==> src/rtl/bin2bcd_disp_pkg.sv <==
// Purpose : shared constants for the bin2bcd_disp block (FSM encodings, default sizes, BCD limit, blank reset mask).
// Latency : n/a (declarations only).
// Backpressure: n/a.
package bin2bcd_disp_pkg;

    localparam int BIN_W_DEF  = 27;
    localparam int DIGITS_DEF = 8;

    // FSM encodings
    localparam logic [1:0] ST_IDLE  = 2'd0;
    localparam logic [1:0] ST_SHIFT = 2'd1;
    localparam logic [1:0] ST_DONE  = 2'd2;

    // Largest value representable in the given number of decimal digits.
    function automatic longint unsigned bcd_max(input int digits);
        longint unsigned p;
        p = 1;
        for (int i = 0; i < digits; i++) begin
            p = p * 10;
        end
        return p - 1;
    endfunction

    localparam longint unsigned BCD_MAX = bcd_max(DIGITS_DEF);

    // Only the units digit is visible out of reset.
    localparam logic [DIGITS_DEF-1:0] BLANK_RST = {{(DIGITS_DEF-1){1'b1}}, 1'b0};

endpackage

==> src/rtl/bin2bcd_disp_if.sv <==
// Purpose : request/result bundle between a requester and bin2bcd_disp.
// Latency : n/a (wires only).
// Backpressure: none on the bus; requester watches oBUSY, starts are dropped while busy.
//   iSTART/iBIN : request and value (master -> slave)
//   oBUSY/oDONE : status; oDIG/oOVF/oBLANK : registered result (slave -> master)
interface bin2bcd_disp_if #(
    parameter int BIN_W  = 27,
    parameter int DIGITS = 8
) ();
    logic                  iSTART;
    logic [BIN_W-1:0]      iBIN;
    logic                  oBUSY;
    logic                  oDONE;
    logic [4*DIGITS-1:0]   oDIG;
    logic                  oOVF;
    logic [DIGITS-1:0]     oBLANK;

    modport master (
        output iSTART, iBIN,
        input  oBUSY, oDONE, oDIG, oOVF, oBLANK
    );

    modport slave (
        input  iSTART, iBIN,
        output oBUSY, oDONE, oDIG, oOVF, oBLANK
    );
endinterface

==> src/rtl/bin2bcd_disp_add3.sv <==
// Purpose : single-nibble double-dabble corrector (adds 3 to values 5..15).
// Latency : combinational.
// Backpressure: none.
//   in_dat : scratch nibble; out_dat : corrected nibble (no carry out)
module bcd_add3 (
    input  logic [3:0] in_dat,
    output logic [3:0] out_dat
);
    always_comb begin
        out_dat = (in_dat >= 4'd5) ? (in_dat + 4'd3) : in_dat;
    end
endmodule

==> src/rtl/bin2bcd_disp.sv <==
// Purpose : sequential binary-to-BCD converter with overflow clamp and leading-zero blank mask.
// Latency : oDONE BIN_W+1 cycles after the accepting edge; next start accepted BIN_W+2 cycles after.
// Backpressure: iSTART only sampled in IDLE; requests while busy are dropped, no queueing.
//   iCLK/iRST_N : clock, async active-low reset
//   bus (slave) : iSTART/iBIN request, oBUSY/oDONE status, oDIG/oOVF/oBLANK result
module bin2bcd_disp
    import bin2bcd_disp_pkg::*;
#(
    parameter int BIN_W  = BIN_W_DEF,
    parameter int DIGITS = DIGITS_DEF
) (
    input  logic             iCLK,
    input  logic             iRST_N,
    bin2bcd_disp_if.slave    bus
);

    localparam int                  CNT_W      = $clog2(BIN_W + 1);
    localparam int                  SCR_W      = 4 * DIGITS;
    localparam logic [BIN_W-1:0]    MAX_VAL    = BIN_W'(bcd_max(DIGITS));
    localparam logic [SCR_W-1:0]    ALL_NINES  = {DIGITS{4'h9}};
    localparam logic [DIGITS-1:0]   BLANK_INIT = {{(DIGITS-1){1'b1}}, 1'b0};

    logic [1:0]         state_q,   state_d;
    logic [CNT_W-1:0]   cnt_q,     cnt_d;
    logic [BIN_W-1:0]   shreg_q,   shreg_d;
    logic [SCR_W-1:0]   scratch_q, scratch_d;
    logic               ovf_lat_q, ovf_lat_d;
    logic               busy_q,    busy_d;
    logic               done_q,    done_d;
    logic [SCR_W-1:0]   dig_q,     dig_d;
    logic               ovf_q,     ovf_d;
    logic [DIGITS-1:0]  blank_q,   blank_d;

    logic [SCR_W-1:0]   adj;
    logic [DIGITS-1:0]  blank_calc;
    logic               hi_zero;

    // Per-digit add-3 correction, applied before every shift.
    for (genvar g = 0; g < DIGITS; g++) begin : g_add3
        bcd_add3 u_add3 (
            .in_dat  (scratch_q[4*g +: 4]),
            .out_dat (adj[4*g +: 4])
        );
    end

    // Walk down from the top digit: a digit is blank while everything above it is zero too.
    always_comb begin
        blank_calc = '0;
        hi_zero    = 1'b1;
        for (int i = DIGITS - 1; i >= 1; i--) begin
            if (scratch_q[4*i +: 4] != 4'd0) begin
                hi_zero = 1'b0;
            end
            blank_calc[i] = hi_zero;
        end
    end

    always_comb begin
        state_d   = state_q;
        cnt_d     = cnt_q;
        shreg_d   = shreg_q;
        scratch_d = scratch_q;
        ovf_lat_d = ovf_lat_q;
        busy_d    = busy_q;
        done_d    = 1'b0;
        dig_d     = dig_q;
        ovf_d     = ovf_q;
        blank_d   = blank_q;

        case (state_q)
            ST_IDLE: begin
                if (bus.iSTART) begin
                    shreg_d   = bus.iBIN;
                    scratch_d = '0;
                    cnt_d     = '0;
                    busy_d    = 1'b1;
                    ovf_lat_d = (bus.iBIN > MAX_VAL);
                    state_d   = ST_SHIFT;
                end
            end
            ST_SHIFT: begin
                // {scratch, shreg} << 1 after correction
                scratch_d = {adj[SCR_W-2:0], shreg_q[BIN_W-1]};
                shreg_d   = shreg_q << 1;
                cnt_d     = cnt_q + CNT_W'(1);
                if (cnt_d == CNT_W'(BIN_W)) begin
                    state_d = ST_DONE;
                end
            end
            ST_DONE: begin
                dig_d   = ovf_lat_q ? ALL_NINES : scratch_q;
                ovf_d   = ovf_lat_q;
                blank_d = ovf_lat_q ? '0 : blank_calc;
                done_d  = 1'b1;
                busy_d  = 1'b0;
                state_d = ST_IDLE;
            end
            default: begin
                busy_d  = 1'b0;
                state_d = ST_IDLE;
            end
        endcase
    end

    always_ff @(posedge iCLK or negedge iRST_N) begin
        if (!iRST_N) begin
            state_q   <= ST_IDLE;
            cnt_q     <= '0;
            shreg_q   <= '0;
            scratch_q <= '0;
            ovf_lat_q <= 1'b0;
            busy_q    <= 1'b0;
            done_q    <= 1'b0;
            dig_q     <= '0;
            ovf_q     <= 1'b0;
            blank_q   <= BLANK_INIT;
        end else begin
            state_q   <= state_d;
            cnt_q     <= cnt_d;
            shreg_q   <= shreg_d;
            scratch_q <= scratch_d;
            ovf_lat_q <= ovf_lat_d;
            busy_q    <= busy_d;
            done_q    <= done_d;
            dig_q     <= dig_d;
            ovf_q     <= ovf_d;
            blank_q   <= blank_d;
        end
    end

    assign bus.oBUSY  = busy_q;
    assign bus.oDONE  = done_q;
    assign bus.oDIG   = dig_q;
    assign bus.oOVF   = ovf_q;
    assign bus.oBLANK = blank_q;

endmodule

==> src/flat_wrapper.sv <==
// flat-port wrapper written by rule: the top's interface ports become plain ports
module bin2bcd_disp_flat import bin2bcd_disp_pkg::*;
#(
    parameter int BIN_W  = BIN_W_DEF,
    parameter int DIGITS = DIGITS_DEF
)
  (iCLK, iRST_N, bus_iSTART, bus_iBIN, bus_oBUSY, bus_oDONE, bus_oDIG, bus_oOVF, bus_oBLANK);
  bin2bcd_disp_if #(.BIN_W(BIN_W), .DIGITS(DIGITS)) bus_i ();
  input  logic iCLK;
  input  logic iRST_N;
  input wire logic [$bits(bus_i.iSTART)-1:0] bus_iSTART;
  input wire logic [$bits(bus_i.iBIN)-1:0] bus_iBIN;
  output wire logic [$bits(bus_i.oBUSY)-1:0] bus_oBUSY;
  output wire logic [$bits(bus_i.oDONE)-1:0] bus_oDONE;
  output wire logic [$bits(bus_i.oDIG)-1:0] bus_oDIG;
  output wire logic [$bits(bus_i.oOVF)-1:0] bus_oOVF;
  output wire logic [$bits(bus_i.oBLANK)-1:0] bus_oBLANK;
  assign bus_i.iSTART = bus_iSTART;
  assign bus_i.iBIN = bus_iBIN;
  assign bus_oBUSY = bus_i.oBUSY;
  assign bus_oDONE = bus_i.oDONE;
  assign bus_oDIG = bus_i.oDIG;
  assign bus_oOVF = bus_i.oOVF;
  assign bus_oBLANK = bus_i.oBLANK;
  bin2bcd_disp #(.BIN_W(BIN_W), .DIGITS(DIGITS)) u_core (.iCLK(iCLK), .iRST_N(iRST_N), .bus(bus_i));
endmodule
==> config.mk <==
export PLATFORM = sky130hd
export DESIGN_NAME = bin2bcd_disp_flat
export DESIGN_NICKNAME = d
export VERILOG_FILES = /design/src/rtl/bin2bcd_disp_pkg.sv /design/src/rtl/bin2bcd_disp_if.sv /design/src/rtl/bin2bcd_disp_add3.sv /design/src/rtl/bin2bcd_disp.sv /design/src/flat_wrapper.sv
export SDC_FILE = /design/constraint.sdc
export NUM_CORES = 1
export LEC_CHECK = 0
export CAP_MARGIN = 20
export CORE_MARGIN = 1
export CORE_UTILIZATION = 40
export DETAILED_ROUTE_END_ITERATION = 8
export GPL_TIMING_DRIVEN = 0
export PLACE_DENSITY_LB_ADDON = 0.05
export SLEW_MARGIN = 20
export SYNTH_ARGS = -nofsm -noshare
export SYNTH_HDL_FRONTEND = slang
export SYNTH_SLANG_ARGS = --single-unit
==> constraint.sdc <==
create_clock -name iCLK -period 1.95 [get_ports iCLK]
set_input_delay 0.2925 -clock iCLK [delete_from_list [all_inputs] [get_ports iCLK]]
set_output_delay 0.2925 -clock iCLK [all_outputs]
set_load 0.03 [all_outputs]
After elaboration in Yosys (flattened, before gate mapping)
Cells that the tools add are included.
{"block": "totals", "regBits": 110, "in_bits": 30}
{"block": "op_classes", "n_addsub": 9, "magnitude_cmp": 9, "n_eq_ne": 5, "mux": 29, "bitwise": 1, "n_reduce_logical": 13}
{"cell": "$mux W32", "n": 2}
{"cell": "$pmux W32 S2", "n": 1}
{"cell": "$pmux W27 S2", "n": 1}
{"cell": "$ge A4 B3 Y1 const B", "n": 8}
{"cell": "$add A4 B2 Y4 const B", "n": 7}
{"cell": "$mux W4", "n": 7}
{"cell": "$reduce_bool A4 Y1", "n": 7}
{"cell": "$gt A27 B27 Y1 const B", "n": 1}
{"cell": "$mux W27", "n": 1}
{"cell": "$pmux W5 S2", "n": 1}
{"cell": "$mux W1", "n": 9}
{"cell": "$mux W8", "n": 1}
{"cell": "$reduce_and A2 Y1", "n": 4}
{"cell": "$add A5 B1 Y5 const B", "n": 1}
{"cell": "$eq A5 B5 Y1 const B", "n": 1}
{"cell": "$mux W5", "n": 1}
{"cell": "$mux W2", "n": 2}
{"cell": "$pmux W2 S2", "n": 1}
{"cell": "$add A3 B2 Y3 const B", "n": 1}
{"cell": "$mux W3", "n": 1}
{"cell": "$eq A2 B1 Y1 const B", "n": 1}
{"cell": "$eq A2 B2 Y1 const B", "n": 1}
{"cell": "$logic_not A2 Y1", "n": 1}
{"cell": "$ne A2 B1 Y1 const B", "n": 1}
{"cell": "4 further kinds", "n": 4}

Depth between registers and ports, before layout
Gate-level depths: netlist of the first run.
{"block": "depth", "depth_word": 9, "ltp_mapped": 6, "mapped_depth_nobuf": 6}

By module
From an unflattened synthesis of the first run, not the netlist that was laid out.
{"block": "unflattened", "cells_unflattened": 645, "area_unflattened_um2": 5464.0}
{"mod": "bin2bcd_disp", "instances": 1, "cells_each": 517, "area_each_um2": 4653.2, "seq_area_each_um2": 2736.4}
{"mod": "bcd_add3", "instances": 8, "cells_each": 16, "area_each_um2": 101.3, "seq_area_each_um2": 0.0}

Worst setup path before layout of the first run
OpenSTA, ideal clock, no wires.
{"block": "synth_path", "kind": "reg-to-reg", "start": "register u_core.scratch_q[12]", "end": "register u_core.blank_q[1], in the netlist u_core.bus.oBLANK[1]", "setup_ns": 0.072, "t_arrival_ns": 1.514, "required_time_ns": 1.878, "path_slack_ns": 0.364, "stages_incl_launch_ff": 7, "path_cell_list": "dfrtp_1 > inv_1 > ha_1 > or3b_1 > nor4b_2 > nand4_1 > o21ai_1"}
{"block": "synth_via", "elab_chain_len": 5}
{"item": "start, declared", "line_no": "bin2bcd_disp.sv:26", "text": "logic [SCR_W-1:0] scratch_q, scratch_d;"}
{"item": "start signal, assigned", "line_no": "bin2bcd_disp.sv:121", "text": "scratch_q <= scratch_d;"}
{"item": "$reduce_bool A4 Y1", "line_no": "bin2bcd_disp.sv:51", "text": "if (scratch_q[4*i +: 4] != 4'd0) begin"}
{"item": "$mux W1 (3 in a row)", "line_no": "bin2bcd_disp.sv:51"}
{"item": "$mux W8", "line_no": "bin2bcd_disp.sv:93", "text": "blank_d = ovf_lat_q ? '0 : blank_calc;"}
{"item": "end signal, assigned", "line_no": "bin2bcd_disp.sv:127", "text": "blank_q <= blank_d;"}
{"item": "end, declared", "line_no": "bin2bcd_disp.sv:32", "text": "logic [DIGITS-1:0] blank_q, blank_d;"}
Every way passes these cells.
A chain may end at the register's enable or synchronous reset.

Worst setup path in the final report of the first run
Ends and elaborated chain as after synthesis.

==> results of run 1 <==
-- metal layers --
metal,global-route usage (%),vias to the layer above,wire length [um]
met1,28.1,2047,6380
met2,35.0,108,6300
met3,2.99,13,561
met5,0,-,0
li1,-,2093,-
met4,7.26,0,184
-- repair_timing --
item | CTS | global route
gates resized for setup | 0 | 3
setup endpoints to repair | 0 | 2
hold buffers | 1 | 0
endpoints found under the hold margin | 48 | 0
-- where the power goes --
part | switching (mW) | internal [mW]
combinational | 2.83 | 2.06
clock | 0.782 | 0.938
sequential | 0.724 | 3.14
-- state kept, by name, summed over array words and instances, names as in the netlist --
name and flops:
u_core.bus.oDONE 1, u_core.scratch_q 32, u_core.state_q 2, u_core.cnt_q 5
u_core.bus.oOVF 1, u_core.bus.oBLANK 7, u_core.bus.oDIG 32, u_core.ovf_lat_q 1
u_core.shreg_q 27, u_core.bus.oBUSY 1
-- kinds of logic after synthesis --
logic type	after synthesis	share of synthesized area (%)
simple gates	201	17.3
compound gates	140	17.1
flops	109	51.8
buf+inv	52	4.09
fa+ha+maj	25	5.92
xor+xnor	12	1.99
mux	9	1.77
other cells	1	0.0709
-- final cells by class --
cell class / instances / area, sq um
Buffer: 33 / 146
Clock buffer: 15 / 268
Clock inverter: 1 / 5.00
Fill cell: 1213 / 6240
Inverter: 19 / 71.3
Multi-Input combinational cell: 388 / 2340
Sequential cell: 109 / 2740
Tap cell: 172 / 215
Timing Repair Buffer: 73 / 749
-- critical path, stage by stage (launching register included) --
cell and delay (ns):
dfrtp_1 0.42, inv_1 0.16, ha_1 0.16, or3b_1 0.39
nor4b_2 0.28, nand4_1 0.21, o21ai_1 0.18
-- stage by stage --
step | area [sq um] | worst slack, ns | power (mW) | setup TNS, ns
after global routing | 6530 | 0.00155 | 11.3 | 0
final | 6530 | 0.0792 | 10.5 | 0
after detailed placement | 6240 | -0.0563 | 8.80 | -0.915
after global placement | 6210 | -3.71 | 8.62 | -394.58
after CTS | 6530 | 0.0328 | 10.5 | 0
after floorplan | 5290 | 0.364 | 7.20 | 0
-- layout by cell type, fill, tap and decap left out, types with 2 or more instances in the layout --
cell / instances
nand4_1: 5
a32o_1: 8
nor3b_1: 9
xor2_1: 4
o21ai_1: 2
clkbuf_1: 23
clkbuf_8: 2
o31ai_1: 17
or3b_1: 2
clkbuf_16: 9
dfrtp_1: 102
o211ai_1: 2
nor3_1: 3
mux2_2: 3
inv_1: 19
nor2_1: 51
xnor2_1: 8
buf_2: 11
a22o_1: 9
a21oi_1: 15
a31oi_1: 26
o22ai_1: 14
o21ai_0: 39
dfstp_2: 7
nand2_1: 100
nand3_1: 2
nand2b_1: 19
clkdlybuf4s50_1: 70
ha_1: 25
o311ai_0: 2
mux2i_1: 6
buf_4: 2
-- final timing paths --
kind	startpoint	cells after the start	slack, ns	endpoint
hold / removal	u_core.bus.oBLANK[4]$_DFFE_PN1P_	2	0.46	u_core.bus.oBLANK[4]$_DFFE_PN1P_
min in group asynchronous	iRST_N	2	0.48	u_core.bus.oDIG[27]$_DFFE_PN0P_
hold reg to reg	u_core.bus.oBLANK[4]$_DFFE_PN1P_	2	0.46	u_core.bus.oBLANK[4]$_DFFE_PN1P_
max in group asynchronous	iRST_N	3	0.76	u_core.bus.oBLANK[7]$_DFFE_PN1P_
setup reg to reg	u_core.scratch_q[12]$_DFFE_PN0P_	6	0.08	u_core.bus.oBLANK[1]$_DFFE_PN1P_
setup / recovery	u_core.scratch_q[12]$_DFFE_PN0P_	6	0.08	u_core.bus.oBLANK[1]$_DFFE_PN1P_
==> out/qor.csv, run 1 <==
metric,value,unit
status,completed,
worst_pin_slew,0.737,ns
synth_edf_count,0,
postSynthCellCount,549,
nets,688,
antenna_found_initial,0,
place.gp.congestion,0.768,
rsz0062_at_grt,no,
endpoint_kind,flip-flop,
post-cts-setup-buffers,0,
grt_overflow,0,
startpoint_type,flip-flop,
dp.cells,793,
cp_max_fo,4,
placement.io_buffers,71,
area_growth,23.5,%
dieWidth,117,um
min_period,1.87,ns
maxSlewHeadroom,50.8,%
synth_top_area_share,48.3,%
crit_type,reg2reg,
synth_area_leader_cell,dfrtp_1,
ant_nets,0,
max-clock-path-buffers,2,
max_freq,535,MHz
ys.flop_type,dfrtp_1,
initial_core_util,41.4,%
syn_area,5290,sq um
cts_tree,built,
insertion_delay,0.34,ns
netlist_top_cells_count,"102 x dfrtp_1, 100 x nand2_1, 51 x nor2_1, 39 x o21ai_0, 26 x a31oi_1",
drt-total-wl,13400,um
via_per_inst,5.26,
grt_start_max_net_pins,56,
grt.total_usage,21.0,%
fin_cells,810,
dpl.hpwl,9650,um
cts-root-buf,clkbuf_16,
rows,41,
synth.distinct_cells,45,
slew_viol_final,0,
cap_violations,0,
leakage,2.85,nW
fin_util,51.1,%
synth_most_common_cell,dfrtp_1,
critPathArrivalTime,2.15,ns
core-area,12800,sq um
whs,0.461,ns
drtIter0Drc,291,
grt_pass1_wl,21600,um
wl_per_cell,16.6,um
clk_pin_slew_worst_paths,0.07,ns
firstDrtPassIters,5,
synth_nets,604,
peakVddDrop,0.507,mV
n_antenna_cell,0,
dieHeight,117,um
setup_violations,0,
hp-class,reg2reg,
clock-sinks,109,
netlist_top_cells_area,"dfrtp_1 48%, nand2_1 7.1%, ha_1 5.9%",
finalCritPeriodShare,95.9,%
drive_above_1_share,6.58,%
synthArstFlopShare,100,%
num_vias,4261,
ys_seq_area_share,51.8,%
die_area,13700,sq um
cp_data_required_time,2.23,ns
p_per_area,1600,nW/um^2
drc,0,
htree_levels,3,
avgSynthCellArea,9.63,sq um
finalHoldViolCount,0,
grt_pass1_vias,4230,
synth.yosys.warnings,0,
numCtsBuffers,9,
synth_seq_cells,109,
skew,0.00429,ns
ioPinCount,73,
Note: power is estimated with default switching activity, not from simulation.
==> run 2: changes to the inputs <==
- SYNTH_HIERARCHICAL: default -> 1
==> run 2 against run 1 <==
Against the previous run:
- routed wire length shrank 7.3%
- sequential share of layout area shrank 1.3 points
- synthesized cell count grew 17%
- setup slack gained 0.018 ns
- critical path type is now reg2out
- via count grew 6.9%
- first-iteration DRC count shrank 2.1%
- hold slack lost 0.012 ns
- flip-flop and latch count is the same
- register-to-register slack gained 0.03 ns
==> out/qor.csv, run 2 <==
metric,value,unit,change
startpoint_type,flip-flop,,
placement.io_buffers,71,,unchanged
status,completed,,
path_cells,clkdlybuf4s50_1,,
layout_commonest_cell,nand2_1,,
die_area,14100,sq um,+2.9%
grt.total_usage,19.0,%,-2.1 points
syn_area,5440,sq um,+3.0%
wl_per_cell,13.7,um,-17%
maxSlewHeadroom,61.8,%,+11 points
r2r_setup_slack,0.11,ns,+0.03 ns
insertion_delay,0.36,ns,+0.02 ns
dieHeight,119,um,+1.4%
firstDrtPassIters,4,,-1
place.gp.congestion,0.817,,+6.4%
dpl.hpwl,8890,um,-7.9%
slowest_delay,0.66,ns,+0.24 ns
fillers,1273,,+4.9%
crit_type,reg2out,,
skew,0.00761,ns,+0.00333 ns
num_vias,4554,,+6.9%
cp_data_required_time,1.66,ns,-0.57 ns
cp_max_fo,2,,-2
postSynthCellCount,641,,+17%
clk_pin_slew_worst_paths,0.07,ns,about the same
n_antenna_cell,0,,unchanged
finalCritPeriodShare,95.0,%,-0.93 points
htree_levels,3,,unchanged
slew_viol_final,0,,unchanged
area_growth,23.9,%,
cts-root-buf,clkbuf_16,,
synth.yosys.warnings,6,,+6
leakage,3.00,nW,+5.3%
slowest_stage,clkdlybuf4s50_1,,
grt_overflow,0,,unchanged
critical-path-top-delay-family,buffers and inverters,,
rsz0062_at_grt,yes,,
peakVddDrop,0.586,mV,+16%
dieWidth,119,um,+1.4%
drc,0,,unchanged
ant_nets,0,,unchanged
rows,42,,+2.4%
critPathBufInv,1,,unchanged
cap_violations,0,,unchanged
finalHoldViolCount,0,,unchanged
max-clock-path-buffers,2,,unchanged
synth_nets,689,,+14%
grt_pass1_vias,4315,,+2.0%
grt_start_max_net_pins,60,,+7.1%
critPathArrivalTime,1.56,ns,-0.59 ns
core-area,13200,sq um,+3.7%
mostFrequentLayoutCells,"198 x nand2_1, 102 x dfrtp_1, 80 x o21ai_1, 70 x clkdlybuf4s50_1, 55 x nor2_1",,
max_freq,540,MHz,+0.98%
worst_pin_slew,0.573,ns,-0.165 ns
hp-class,in2async,,
drt-total-wl,12500,um,-7.3%
numCtsBuffers,9,,unchanged
grt_pass1_wl,21200,um,-2.2%
ioPinCount,73,,unchanged
p_per_area,1490,nW/um^2,-7.0%
via_per_inst,5.02,,-4.6%
dp.cells,889,,+12%
antenna_found_initial,0,,unchanged
drive_above_1_share,6.57,%,-0.017 points
setup_violations,0,,unchanged
p_total,10.1,mW,-4.0%
avgSynthCellArea,8.49,sq um,-12%
initial_core_util,41.1,%,-0.29 points
cts_tree,built,,
nets,774,,+13%
clock-sinks,109,,unchanged
endpoint_kind,output pin,,
drtIter0Drc,285,,-2.1%
fin_cells,907,,+12%
min_period,1.85,ns,-0.0181 ns
## run 2: changes by cell type in the layout (fill, tap and decap cells not counted), sizes merged, moves of 6 or more
cell / previous run / this run
a21oi: 15 / 9
a22o: 9 / 1
a32o: 8 / 1
clkbuf: 35 / 42
ha: 25 / 18
nand2: 100 / 198
nand2b: 19 / 33
nor3b: 10 / 1
o21ai: 41 / 87
o22ai: 14 / 0
o31ai: 17 / 1
or4: 0 / 6
## run 2: timing repair
| item | CTS | global route |
|---|---|---|
| resized for setup | 0 | 10 |
| endpoints found under the setup margin | 1 | 24 |
| pin swaps | 1 | 1 |
| setup buffers | 1 | 0 |
| hold endpoints to repair | 44 | 0 |
| hold buffers | 1 | 0 |
## run 2: final cells by class
| cell class | count | area [sq um] | share of cell area (%) |
|---|---|---|---|
| Buffer | 36 | 155 | 2.30 |
| Clock buffer | 13 | 270 | 4.01 |
| Clock inverter | 3 | 42.5 | 0.631 |
| Inverter | 19 | 71.3 | 1.06 |
| Multi-Input combinational cell | 477 | 2490 | 37.0 |
| Sequential cell | 109 | 2740 | 40.6 |
| Tap cell | 176 | 220 | 3.26 |
| Timing Repair Buffer | 74 | 757 | 11.2 |
## run 2: metrics by stage
| step | TNS, ns | hold slack [ns] | setup WS (ns) | util, % | area, sq um |
|---|---|---|---|---|---|
| global placement | -403.60 | 0.442 | -3.74 | 48.1 | 6370 |
| CTS | 0 | 0.456 | 0.0329 | 50.9 | 6730 |
| global route | -0.0196 | 0.480 | -0.0175 | 50.9 | 6750 |
| detailed placement | -7.19 | 0.279 | -0.202 | 48.4 | 6400 |
| finish | 0 | 0.449 | 0.0973 | 50.9 | 6750 |
| floorplan | 0 | -0.00309 | 0.283 | - | 5440 |
## run 2: path summary, 6_finish.rpt
check / start / endpoint / cells past startpoint
max: u_core/bus.oBLANK[6]$_DFFE_PN1P_ / bus_oBLANK[6] / 1
max reg2reg: u_core/ovf_lat_q$_DFFE_PN0P_ / u_core/bus.oBLANK[1]$_DFFE_PN1P_ / 5
min reg2reg: u_core/bus.oBLANK[2]$_DFFE_PN1P_ / u_core/bus.oBLANK[2]$_DFFE_PN1P_ / 2
min: iRST_N / u_core/bus.oDIG[16]$_DFFE_PN0P_ / 2
max in group asynchronous: iRST_N / u_core/bus.oBLANK[6]$_DFFE_PN1P_ / 3
min in group iCLK: u_core/bus.oBLANK[2]$_DFFE_PN1P_ / u_core/bus.oBLANK[2]$_DFFE_PN1P_ / 2
## run 2: report_power, final
group          switching [mW]  total, mW  internal [mW]  leakage (nW)
clock network           0.814       1.91           1.10         0.152
registers               0.813       3.85           3.04          1.29
logic                    2.48       4.30           1.82          1.56
total                    4.10       10.1           5.95          3.00
## run 2: worst reg2reg max path: cells and delay by family (launching register included)
family,cells,cell delay (ns)
flops,1,0.37
buf+inv,1,0.14
compound gates,1,0.18
simple gates,3,1.08
## run 2: layer usage
metal | vias to the layer above | track usage (%) | routed length [um]
met4 | 0 | 8.23 | 155
met2 | 80 | 30.7 | 5820
met3 | 11 | 2.80 | 446
li1 | 2287 | - | -
met1 | 2176 | 25.3 | 6030
met5 | - | 0 | 0
==> run 3: changes to the inputs <==
- HOLD_SLACK_MARGIN: default -> 0.15
==> results of run 3 <==
No change in the layout: final DEF, timing and power equal those of run 2.
